## src/rtl/key_event_arbiter_pkg.sv

```systemverilog
// key_event_arbiter_pkg
//   Shared definitions for the key event arbiter: event type encodings,
//   output-stage state codes and the key index width helper.
//   No ports (package).
//   Optional feature macro used by the importing modules: KEY_EVENT_RELEASE_EN.
package key_event_arbiter_pkg;

    // Event type carried in the release bit of a queued entry.
    localparam logic EVT_PRESS   = 1'b0;
    localparam logic EVT_RELEASE = 1'b1;

    // Output register state.
    localparam int STATE_W = 1;
    typedef enum logic [STATE_W-1:0] {
        OUT_EMPTY = 1'b0,
        OUT_VALID = 1'b1
    } out_state_t;

    // Width of a key index; never narrower than one bit.
    function automatic int key_idx_w(input int n);
        return (n > 1) ? $clog2(n) : 1;
    endfunction

endpackage

```

## src/rtl/key_event_fifo.sv

```systemverilog
// key_event_fifo
//   Synchronous FIFO holding granted key events ahead of the output register.
//   Push into a full FIFO and pop from an empty FIFO are ignored.
// Ports:
//   clk    in   system clock
//   rst_n  in   asynchronous reset, active high (high = reset)
//   push   in   write din this cycle
//   din    in   entry to write
//   pop    in   remove head this cycle
//   dout   out  current head entry (valid when empty = 0)
//   full   out  count == DEPTH
//   empty  out  count == 0
//   count  out  number of entries held
module key_event_fifo #(
    parameter int WIDTH = 4,
    parameter int DEPTH = 4,
    localparam int PTR_W = $clog2(DEPTH),
    localparam int CNT_W = PTR_W + 1
) (
    input  logic             clk,
    input  logic             rst_n,
    input  logic             push,
    input  logic [WIDTH-1:0] din,
    input  logic             pop,
    output logic [WIDTH-1:0] dout,
    output logic             full,
    output logic             empty,
    output logic [CNT_W-1:0] count
);

    logic [WIDTH-1:0] mem [DEPTH];
    logic [PTR_W-1:0] wr_ptr;
    logic [PTR_W-1:0] rd_ptr;
    logic             do_push;
    logic             do_pop;

    assign do_push = push & ~full;
    assign do_pop  = pop & ~empty;
    assign full    = (count == CNT_W'(DEPTH));
    assign empty   = (count == '0);
    assign dout    = mem[rd_ptr];

    // Storage carries no reset: only pointers and count define what is valid.
    always_ff @(posedge clk) begin
        if (do_push) begin
            mem[wr_ptr] <= din;
        end
    end

    always_ff @(posedge clk or posedge rst_n) begin
        if (rst_n) begin
            wr_ptr <= '0;
            rd_ptr <= '0;
            count  <= '0;
        end else begin
            if (do_push) begin
                wr_ptr <= wr_ptr + 1'b1;
            end
            if (do_pop) begin
                rd_ptr <= rd_ptr + 1'b1;
            end
            case ({do_push, do_pop})
                2'b10:   count <= count + 1'b1;
                2'b01:   count <= count - 1'b1;
                default: count <= count;
            endcase
        end
    end

endmodule

```

## src/rtl/key_event_arbiter.sv

```systemverilog
// key_event_arbiter
//   Latches single-cycle press (and optionally release) pulses per key,
//   grants one pending key per cycle round-robin into a small FIFO, and
//   presents the queued events as a valid/ack stream through an output
//   register.
//   Macro KEY_EVENT_RELEASE_EN: when defined, release pulses are tracked and
//   reported with evt_release = 1; otherwise key_off is ignored and
//   evt_release is tied to 0.
// Ports:
//   clk           in   system clock
//   rst_n         in   asynchronous reset, active high (high = reset)
//   key_on        in   per-key press pulse
//   key_off       in   per-key release pulse
//   evt_ack       in   consumer accepts the presented event
//   clr_overflow  in   clear the sticky overflow flag
//   evt_valid     out  event present on evt_code/evt_release
//   evt_code      out  index of the key that produced the event
//   evt_release   out  0 = press, 1 = release
//   overflow      out  sticky: at least one event was dropped
//   fifo_count    out  entries held in the FIFO (output register excluded)
module key_event_arbiter
    import key_event_arbiter_pkg::*;
#(
    parameter int NUM_KEYS   = 8,
    parameter int FIFO_DEPTH = 4,
    localparam int KEY_IDX_W = key_idx_w(NUM_KEYS),
    localparam int CNT_W     = $clog2(FIFO_DEPTH) + 1
) (
    input  logic                 clk,
    input  logic                 rst_n,
    input  logic [NUM_KEYS-1:0]  key_on,
    input  logic [NUM_KEYS-1:0]  key_off,
    input  logic                 evt_ack,
    input  logic                 clr_overflow,
    output logic                 evt_valid,
    output logic [KEY_IDX_W-1:0] evt_code,
    output logic                 evt_release,
    output logic                 overflow,
    output logic [CNT_W-1:0]     fifo_count
);

`ifdef KEY_EVENT_RELEASE_EN
    localparam int ENTRY_W = KEY_IDX_W + 1;
`else
    localparam int ENTRY_W = KEY_IDX_W;
`endif

    logic [NUM_KEYS-1:0]  pend_on;
    logic [NUM_KEYS-1:0]  req;
    logic [NUM_KEYS-1:0]  grant_mask;
    logic [NUM_KEYS-1:0]  clr_on;
    logic [KEY_IDX_W-1:0] rr_ptr;
    logic [KEY_IDX_W-1:0] grant_idx;
    logic                 grant_valid;
    logic                 drop;
    logic [ENTRY_W-1:0]   fifo_din;
    logic [ENTRY_W-1:0]   fifo_dout;
    logic                 fifo_full;
    logic                 fifo_empty;
    logic                 fifo_pop;
    out_state_t           state;
    out_state_t           state_next;

    // Index base+k reduced modulo NUM_KEYS (k < NUM_KEYS, base < NUM_KEYS).
    function automatic logic [KEY_IDX_W-1:0] wrap_idx(input logic [KEY_IDX_W-1:0] base,
                                                      input int k);
        int s;
        s = int'(base) + k;
        if (s >= NUM_KEYS) begin
            s = s - NUM_KEYS;
        end
        return KEY_IDX_W'(s);
    endfunction

    // Round-robin search starting at rr_ptr; no grant while the FIFO is full.
    always_comb begin
        grant_valid = 1'b0;
        grant_idx   = '0;
        if (!fifo_full) begin
            for (int k = 0; k < NUM_KEYS; k++) begin
                if (!grant_valid && req[wrap_idx(rr_ptr, k)]) begin
                    grant_valid = 1'b1;
                    grant_idx   = wrap_idx(rr_ptr, k);
                end
            end
        end
    end

    assign grant_mask = grant_valid ? (NUM_KEYS'(1) << grant_idx) : '0;

`ifdef KEY_EVENT_RELEASE_EN
    logic [NUM_KEYS-1:0] pend_off;
    logic [NUM_KEYS-1:0] clr_off;
    logic                grant_rel;

    // A key with both bits pending reports its press first.
    assign grant_rel = pend_on[grant_idx] ? EVT_PRESS : EVT_RELEASE;
    assign req       = pend_on | pend_off;
    assign clr_on    = (grant_rel == EVT_PRESS)   ? grant_mask : '0;
    assign clr_off   = (grant_rel == EVT_RELEASE) ? grant_mask : '0;
    assign drop      = (|(key_on & pend_on & ~clr_on)) | (|(key_off & pend_off & ~clr_off));
    assign fifo_din  = {grant_idx, grant_rel};

    always_ff @(posedge clk or posedge rst_n) begin
        if (rst_n) begin
            pend_off <= '0;
        end else begin
            pend_off <= (pend_off & ~clr_off) | key_off;
        end
    end
`else
    logic key_off_unused;

    assign key_off_unused = ^key_off;
    assign req            = pend_on;
    assign clr_on         = grant_mask;
    assign drop           = |(key_on & pend_on & ~clr_on);
    assign fifo_din       = grant_idx;
    assign evt_release    = EVT_PRESS;
`endif

    // Pending latch, round-robin pointer and sticky overflow. A new pulse
    // on the key being granted re-arms the bit instead of being dropped.
    always_ff @(posedge clk or posedge rst_n) begin
        if (rst_n) begin
            pend_on  <= '0;
            rr_ptr   <= '0;
            overflow <= 1'b0;
        end else begin
            pend_on <= (pend_on & ~clr_on) | key_on;
            if (grant_valid) begin
                rr_ptr <= (int'(grant_idx) == NUM_KEYS - 1) ? '0 : grant_idx + KEY_IDX_W'(1);
            end
            if (drop) begin
                overflow <= 1'b1;
            end else if (clr_overflow) begin
                overflow <= 1'b0;
            end
        end
    end

    key_event_fifo #(
        .WIDTH (ENTRY_W),
        .DEPTH (FIFO_DEPTH)
    ) u_fifo (
        .clk   (clk),
        .rst_n (rst_n),
        .push  (grant_valid),
        .din   (fifo_din),
        .pop   (fifo_pop),
        .dout  (fifo_dout),
        .full  (fifo_full),
        .empty (fifo_empty),
        .count (fifo_count)
    );

    // Output stage state register.
    always_ff @(posedge clk or posedge rst_n) begin
        if (rst_n) begin
            state <= OUT_EMPTY;
        end else begin
            state <= state_next;
        end
    end

    // Refill the output register whenever it is empty or being acknowledged.
    always_comb begin
        state_next = state;
        fifo_pop   = 1'b0;
        case (state)
            OUT_EMPTY: begin
                if (!fifo_empty) begin
                    fifo_pop   = 1'b1;
                    state_next = OUT_VALID;
                end
            end
            OUT_VALID: begin
                if (evt_ack) begin
                    if (!fifo_empty) begin
                        fifo_pop = 1'b1;
                    end else begin
                        state_next = OUT_EMPTY;
                    end
                end
            end
            default: state_next = OUT_EMPTY;
        endcase
    end

    assign evt_valid = (state == OUT_VALID);

    always_ff @(posedge clk or posedge rst_n) begin
        if (rst_n) begin
            evt_code <= '0;
`ifdef KEY_EVENT_RELEASE_EN
            evt_release <= EVT_PRESS;
`endif
        end else if (fifo_pop) begin
`ifdef KEY_EVENT_RELEASE_EN
            {evt_code, evt_release} <= fifo_dout;
`else
            evt_code <= fifo_dout;
`endif
        end
    end

endmodule

```

## config.mk

```make
export PLATFORM = sky130hd
export DESIGN_NAME = key_event_arbiter
export DESIGN_NICKNAME = d
export VERILOG_FILES = /design/src/rtl/key_event_arbiter_pkg.sv /design/src/rtl/key_event_fifo.sv /design/src/rtl/key_event_arbiter.sv
export SDC_FILE = /design/constraint.sdc
export NUM_CORES = 1
export LEC_CHECK = 0
export CORE_MARGIN = 2
export CORE_UTILIZATION = 45
export DETAILED_ROUTE_END_ITERATION = 8
export GPL_TIMING_DRIVEN = 0
export PLACE_DENSITY = 0.68
export REMOVE_ABC_BUFFERS = 1
export SYNTH_ARGS = -nofsm -noshare
export SYNTH_HDL_FRONTEND = slang
export SYNTH_HIERARCHICAL = 1
export SYNTH_SLANG_ARGS = --single-unit
```

## constraint.sdc

```tcl
create_clock -name clk -period 3.7 [get_ports clk]
set_input_delay 0.555 -clock clk [delete_from_list [all_inputs] [get_ports clk]]
set_output_delay 0.555 -clock clk [all_outputs]
set_load 0.1 [all_outputs]
```

==> impl_results.md, run 1 <==
* Status: completed
* Final HPWL DP at 4460 um
* Antenna violations before repair at 0
* Core ar. at 5960 um2
* CTS tree: built
* First-pass GRT wire length at 10100 um
* Rel. slew slack at 33.4%
* Sequential cell area at 942 um2
* Worst-Margin Slew at about 1.0 ns
* Layout Skew at about 0.0088 ns
* Placed insts at 334
* Worst-path clk slew at approximately 0.08 ns
* Ranking of synthesized cells by area: dfrtp_1, edfxtp_1, mux4_2
* Worst Setup End Kind: register
* Die Area at 6830 um2
* Final min period at 3.62 ns
* Max Clock Freq at between 200 and 300 MHz
* Vias in the first global route at 2008
* DR vias/cell at around 6
* Global-route total usage across every layer at 19.6%
* TritonCTS Buffers at 5
* Die Wd at roughly 83 um
* Pins Over Slew Limit at 0
* Drt total wl at 6460 um
* Post-DR wirelength/cell at 18.1 um
* Final hold vios at 0
* Period utilization at 97.8%
* Peak fanout along the critical path at 11
* Vias at 2182
* Required time worst endpoint at between 3 and 4 ns
* Layout cell share with drive strength beyond 1 at around a third
* Area grow syn2layout at 22.1%
* Io pins at 29
* Seq/Total Area, Yosys at 33.6%
* Clk_lat worst skew at 0.29 ns
* NumNets Final at 312
* Residual DRC count at 0
* CTS root buffer: clkbuf_8
* Fill cells at ~530
* First drt pass iteration count at 4
* Antenna diodes at 0
* Clk buf depth at 2
* YS warnings at 6
* Final setup violation count at 0
* H-tree depth at 2
* MaxCap Viol Count at 0
* Mean post-synth cell area at about 11 um2
* # rows at 28
* # hold bufs at CTS at 0
* Mapped Area at approximately 2800 um2
* Primary FF master, synth: dfrtp_1
* Input/output buffers at 19
* Seq cells post-synth at 35
* Critical Path AT at 3.77 ns
* Critical path type: register to register
* Hold Crit Class: register to register
* Synth unique cells at 72
* Largest net degree at the start of global routing at 23
* GRT overflow at 0
* Multi-input gate area at approximately 1900 um2
* Die height at 82.7 um
* Async set-reset flop share out of synthesis at 65.7%
* Gpl congestion at 0.872
* Syn Inst Count at 251
* Clock sinks at 35
* Routed Antenna Nets at 0
* Cell taking the most area after synthesis: dfrtp_1
* EDFF count, synth at 12
* Worst Setup Start Kind: register
* Top cell type's share of synthesized area at 20.7%
* Final Non-Filler Cells at roughly 360
* Starting Density at 46.7%
* Iteration-0 DRC Markers at 120
==> critical path, stage by stage (launching register included) <==
cell      delay (ns)
dfrtp_4         0.52
buf_12          0.17
ha_4            0.19
xnor2_4         0.29
mux2i_4         0.33
a221oi_2        0.10
a211o_1         0.30
a32o_2          0.24
o31ai_4         0.32
inv_2           0.10
nor2_4          0.15
ha_1            0.19
a21oi_1         0.09
a31oi_2         0.18
and4b_1         0.21
nand4b_1        0.10
==> cells in the mapped netlist, types with 3 or more instances <==
library cell,n
xnor2_1,5
nand2b_1,7
nor2_1,10
mux2_2,10
xor2_1,3
nor3_1,3
inv_1,19
ha_1,11
clkbuf_1,4
a21oi_1,10
mux4_2,15
dfrtp_1,23
and2_2,3
a21o_1,4
o21ai_0,11
and2_1,4
nand3_1,5
nand2_1,20
mux2i_1,10
edfxtp_1,12
==> state kept, by name, indices dropped and copies added, names as in the netlist <==
| register | flops |
|---|---|
| pend_on | 8 |
| u_fifo/wr_ptr | 2 |
| u_fifo/count | 3 |
| u_fifo/rd_ptr | 2 |
| rr_ptr | 3 |
| evt_valid | 1 |
| overflow | 1 |
| evt_code | 3 |
| u_fifo/mem | 12 |
==> worst paths after layout <==
check                           depth (start not counted)                          end               startpoint  slack, ns
worst min-delay path                                    1      evt_code[0]$_DFFE_PP0P_  evt_code[0]$_DFFE_PP0P_       0.52
worst max register to register                         15         overflow$_DFFE_PP0P_    rr_ptr[0]$_DFFE_PP0P_       0.08
max in group asynchronous                               2        rr_ptr[0]$_DFFE_PP0P_                    rst_n       2.51
worst max-delay path                                   15         overflow$_DFFE_PP0P_    rr_ptr[0]$_DFFE_PP0P_       0.08
min in group asynchronous                               2  u_fifo/count[2]$_DFFE_PP0P_                    rst_n       0.55
worst min register to register                          1      evt_code[0]$_DFFE_PP0P_  evt_code[0]$_DFFE_PP0P_       0.52
==> per-layer routing <==
metal | vias to the layer above | track usage, % | routed length (um)
li1 | 1001 | - | -
met1 | 1123 | 27.8 | 2990
met2 | 50 | 31.0 | 3210
met3 | 8 | 2.72 | 169
met4 | 0 | 6.23 | 87
met5 | - | 0 | 0
==> area by class of cell <==
cell class                 count  area share, %
multi-input combinational    185           55.3
sequential                    35           27.7
timing repair buffer          33           9.09
tap                           75           2.76
inverter                      20           2.65
clock buffer                   6           2.13
clock inverter                 2          0.368
==> placed cells by master, fill, tap and decap left out, types with 3 or more instances in the layout <==
master / Yosys / final
nand2_1: 20 / 20
dfrtp_1: 23 / 20
clkdlybuf4s50_1: 0 / 19
mux4_2: 15 / 15
inv_1: 19 / 14
edfxtp_1: 12 / 12
o21ai_0: 11 / 11
buf_4: 2 / 11
mux2_2: 10 / 10
a21oi_1: 10 / 9
nor2_1: 10 / 8
mux2i_1: 10 / 7
nand2b_1: 7 / 7
ha_1: 11 / 7
nand3_1: 5 / 5
clkbuf_8: 0 / 5
a21o_1: 4 / 4
ha_4: 0 / 4
inv_4: 0 / 3
nor3_1: 3 / 3
and2_1: 4 / 3
xnor2_1: 5 / 3
xor2_1: 3 / 3
and2_2: 3 / 3
==> metrics by stage <==
stage	area (um2)	hold WS [ns]	setup slack (ns)	utilization, %	TNS, ns
final	3400	0.517	0.0807	57.1	0
after global routing	3400	0.532	-0.0502	57.1	-0.0502
after CTS	3230	0.524	0.0119	54.2	0
after global placement	2990	0.492	-1.49	50.3	-33.18
after detailed placement	2990	0.500	-1.58	50.3	-36.37
after floorplan	2710	0.358	-0.732	-	-7.52
==> timing repair <==
action	CTS	global route
endpoints found under the hold margin	0	0
endpoints found under the setup margin	41	3
setup buffers	6	8
gates resized for setup	18	28
cloned	0	0
pin swaps	4	9
==> kinds of logic after synthesis <==
group                    after synthesis  share of synthesized area, %
XOR/XNOR                               8                          2.52
buffers and inverters                 31                          5.39
AND/OR/NAND/NOR                       69                          14.6
flip-flops                            35                          33.6
AO/OA/AOI/OAI                         56                          16.5
other                                  1                         0.135
adder cells (fa/ha/maj)               12                          5.66
multiplexers                          39                          21.7
Power of run 1 is not shown: default switching activity piles up to over one toggle a cycle in this logic, so the estimate is an artifact.
==> run 2, diff against run 1 <==
CAP_MARGIN = 10   (was default)
REMOVE_ABC_BUFFERS = default   (was 1)
==> impl_results.md, run 2 (synthesis gave the netlist of run 1 again) <==
* Die Wd at 82.7 um (unchanged)
* RSZ-0062 raised after global routing: true
* Layout Skew at 0.00434 ns (-0.00447 ns)
* Clock sinks at 35 (unchanged)
* Sequential cell area at 936 um2 (-0.66%)
* CTS root buffer: clkbuf_8
* Die Area at 6830 um2 (unchanged)
* Worst Setup Start Kind: register
* Multi-input gate area at 1900 um2 (+1.1%)
* Clk buf depth at 2 (unchanged)
* Worst Setup End Kind: register
* Critical path type: register to register
* # hold bufs at CTS at 0 (unchanged)
* Area grow syn2layout at 32.1%
* Fill cells at 474 (-9.7%)
* Routed Antenna Nets at 0 (unchanged)
* Io pins at 29 (unchanged)
* Pins Over Slew Limit at 0 (unchanged)
* CTS tree: built
* Die height at 82.7 um (unchanged)
* Period utilization at 99.5% (+1.7 points)
* Residual DRC count at 0 (unchanged)
* Rel. slew slack at 34.0% (+0.63 points)
* Largest net degree at the start of global routing at 17 (-26%)
* Final HPWL DP at 4700 um (+5.4%)
* Layout cell share with drive strength beyond 1 at 38.4% (+5.3 points)
* Most frequent cells in the layout: buf_4, dfrtp_1, nand2_1, clkdlybuf4s50_1, mux4_2
* First-pass GRT wire length at 10800 um (+6.9%)
* Most common cell after layout, fill and taps aside: buf_4
* Max Clock Freq at 272 MHz (-1.7%)
* Clk_lat worst skew at 0.28 ns (about the same)
* Core ar. at 5960 um2 (unchanged)
* Final min period at 3.68 ns (+0.0622 ns)
* Antenna diodes at 0 (unchanged)
* Final core utilization at 61.7% (+4.7 points)
* Starting Density at 46.7% (unchanged)
* Post-DR wirelength/cell at 17.7 um (-2.4%)
* Gpl congestion at 0.872 (about the same)
* # rows at 28 (unchanged)
* First drt pass iteration count at 4 (unchanged)
* Largest Register: u_fifo/mem
* Leading registers by flop count: u_fifo/mem x12, pend_on x8
* Synthesized Nets at roughly 280
* NumNets Final at 338 (+8.3%)
* Iteration-0 DRC Markers at 201 (+68%)
* Vias at 2297 (+5.3%)
* Status: completed
* Worst-path clk slew at 0.07 ns (about the same)
* Largest register FFs at 12 (unchanged)
* Vias in the first global route at 2178 (+8.5%)
* Critical Path AT at 3.82 ns (+0.05 ns)
* Antenna violations before repair at 0 (unchanged)
* Global-route total usage across every layer at 21.2% (+1.6 points)
* Worst-Margin Slew at 0.987 ns (-0.00942 ns)
* Peak fanout along the critical path at 6 (-5)
* MaxCap Viol Count at 0 (unchanged)
* GRT overflow at 0 (unchanged)
* Final hold vios at 0 (unchanged)
* Input/output buffers at 19 (unchanged)
* Required time worst endpoint at 3.84 ns (about the same)
* TritonCTS Buffers at 5 (unchanged)
* Drt total wl at 6770 um (+4.8%)
* DR vias/cell at 6.01 (-1.9%)
* Final setup violation count at 0 (unchanged)
* Hold Crit Class: register to register
* H-tree depth at 2 (unchanged)
==> run 2: changes by cell type in the layout (fill, tap and decap cells not counted), sizes merged <==
cell    previous run  this run
clkbuf             7         8
inv               20        18
buf               13        38
bufinv             0         2
==> run 2: layout make-up <==
type | count | share of cell area, %
multi-input cells | 185 | 51.7
flip-flops and latches | 35 | 25.5
repair buffers | 51 | 11.8
inverters | 20 | 2.69
well taps | 75 | 2.55
plain buffers | 8 | 2.25
clock buffers | 6 | 1.97
clock inverters | 2 | 1.63
==> run 2: final timing paths <==
check / startpoint / end / slack (ns) / depth (start not counted)
setup / recovery: rr_ptr[0]$_DFFE_PP0P_ / overflow$_DFFE_PP0P_ / 0.02 / 17
hold / removal: evt_code[1]$_DFFE_PP0P_ / evt_code[1]$_DFFE_PP0P_ / 0.51 / 1
hold reg to reg: evt_code[1]$_DFFE_PP0P_ / evt_code[1]$_DFFE_PP0P_ / 0.51 / 1
setup reg to reg: rr_ptr[0]$_DFFE_PP0P_ / overflow$_DFFE_PP0P_ / 0.02 / 17
max in group asynchronous: rst_n / pend_on[7]$_DFF_PP0_ / 2.60 / 2
min in group asynchronous: rst_n / u_fifo/count[2]$_DFFE_PP0P_ / 0.52 / 2
==> run 2: stage by stage <==
step	cells	setup TNS, ns	instance area (um2)	worst slack, ns	hold slack (ns)
3_5_place_dp	345	-1.39	3110	-0.507	0.501
5_1_grt	382	-0.100	3680	-0.100	0.542
2_1_floorplan	251	0	2830	0.0224	0.358
3_3_place_gp	345	-1.15	3110	-0.473	0.499
4_1_cts	372	0	3490	0.00387	0.520
6_report	382	0	3680	0.0184	0.515
==> run 2: worst max-delay path: stages, from the launching register on <==
cell and delay (ns):
dfrtp_1 0.41, buf_8 0.14, buf_12 0.12, inv_6 0.05
ha_4 0.22, clkinv_8 0.06, mux4_2 0.50, a22o_4 0.28
and2_4 0.14, a32o_2 0.28, o31ai_4 0.37, inv_2 0.11
nor2_4 0.16, ha_4 0.17, nand2_4 0.05, a31oi_4 0.18
and4b_1 0.20, nand4b_1 0.10
==> run 2: routing by layer <==
layer | wire [um] | GRT usage [%]
met4 | 176 | 6.56
met2 | 3250 | 34.5
met5 | 0 | 0
met3 | 416 | 2.72
met1 | 2920 | 29.4
==> run 2: repair_timing <==
| action | 4_1_cts | 5_1_grt |
|---|---|---|
| cloned | 0 | 0 |
| setup endpoints to repair | 9 | 4 |
| gates resized for setup | 23 | 26 |
| pin swaps | 9 | 12 |
| buffers inserted | 20 | 12 |
Power of run 2 is left out for the same reason.
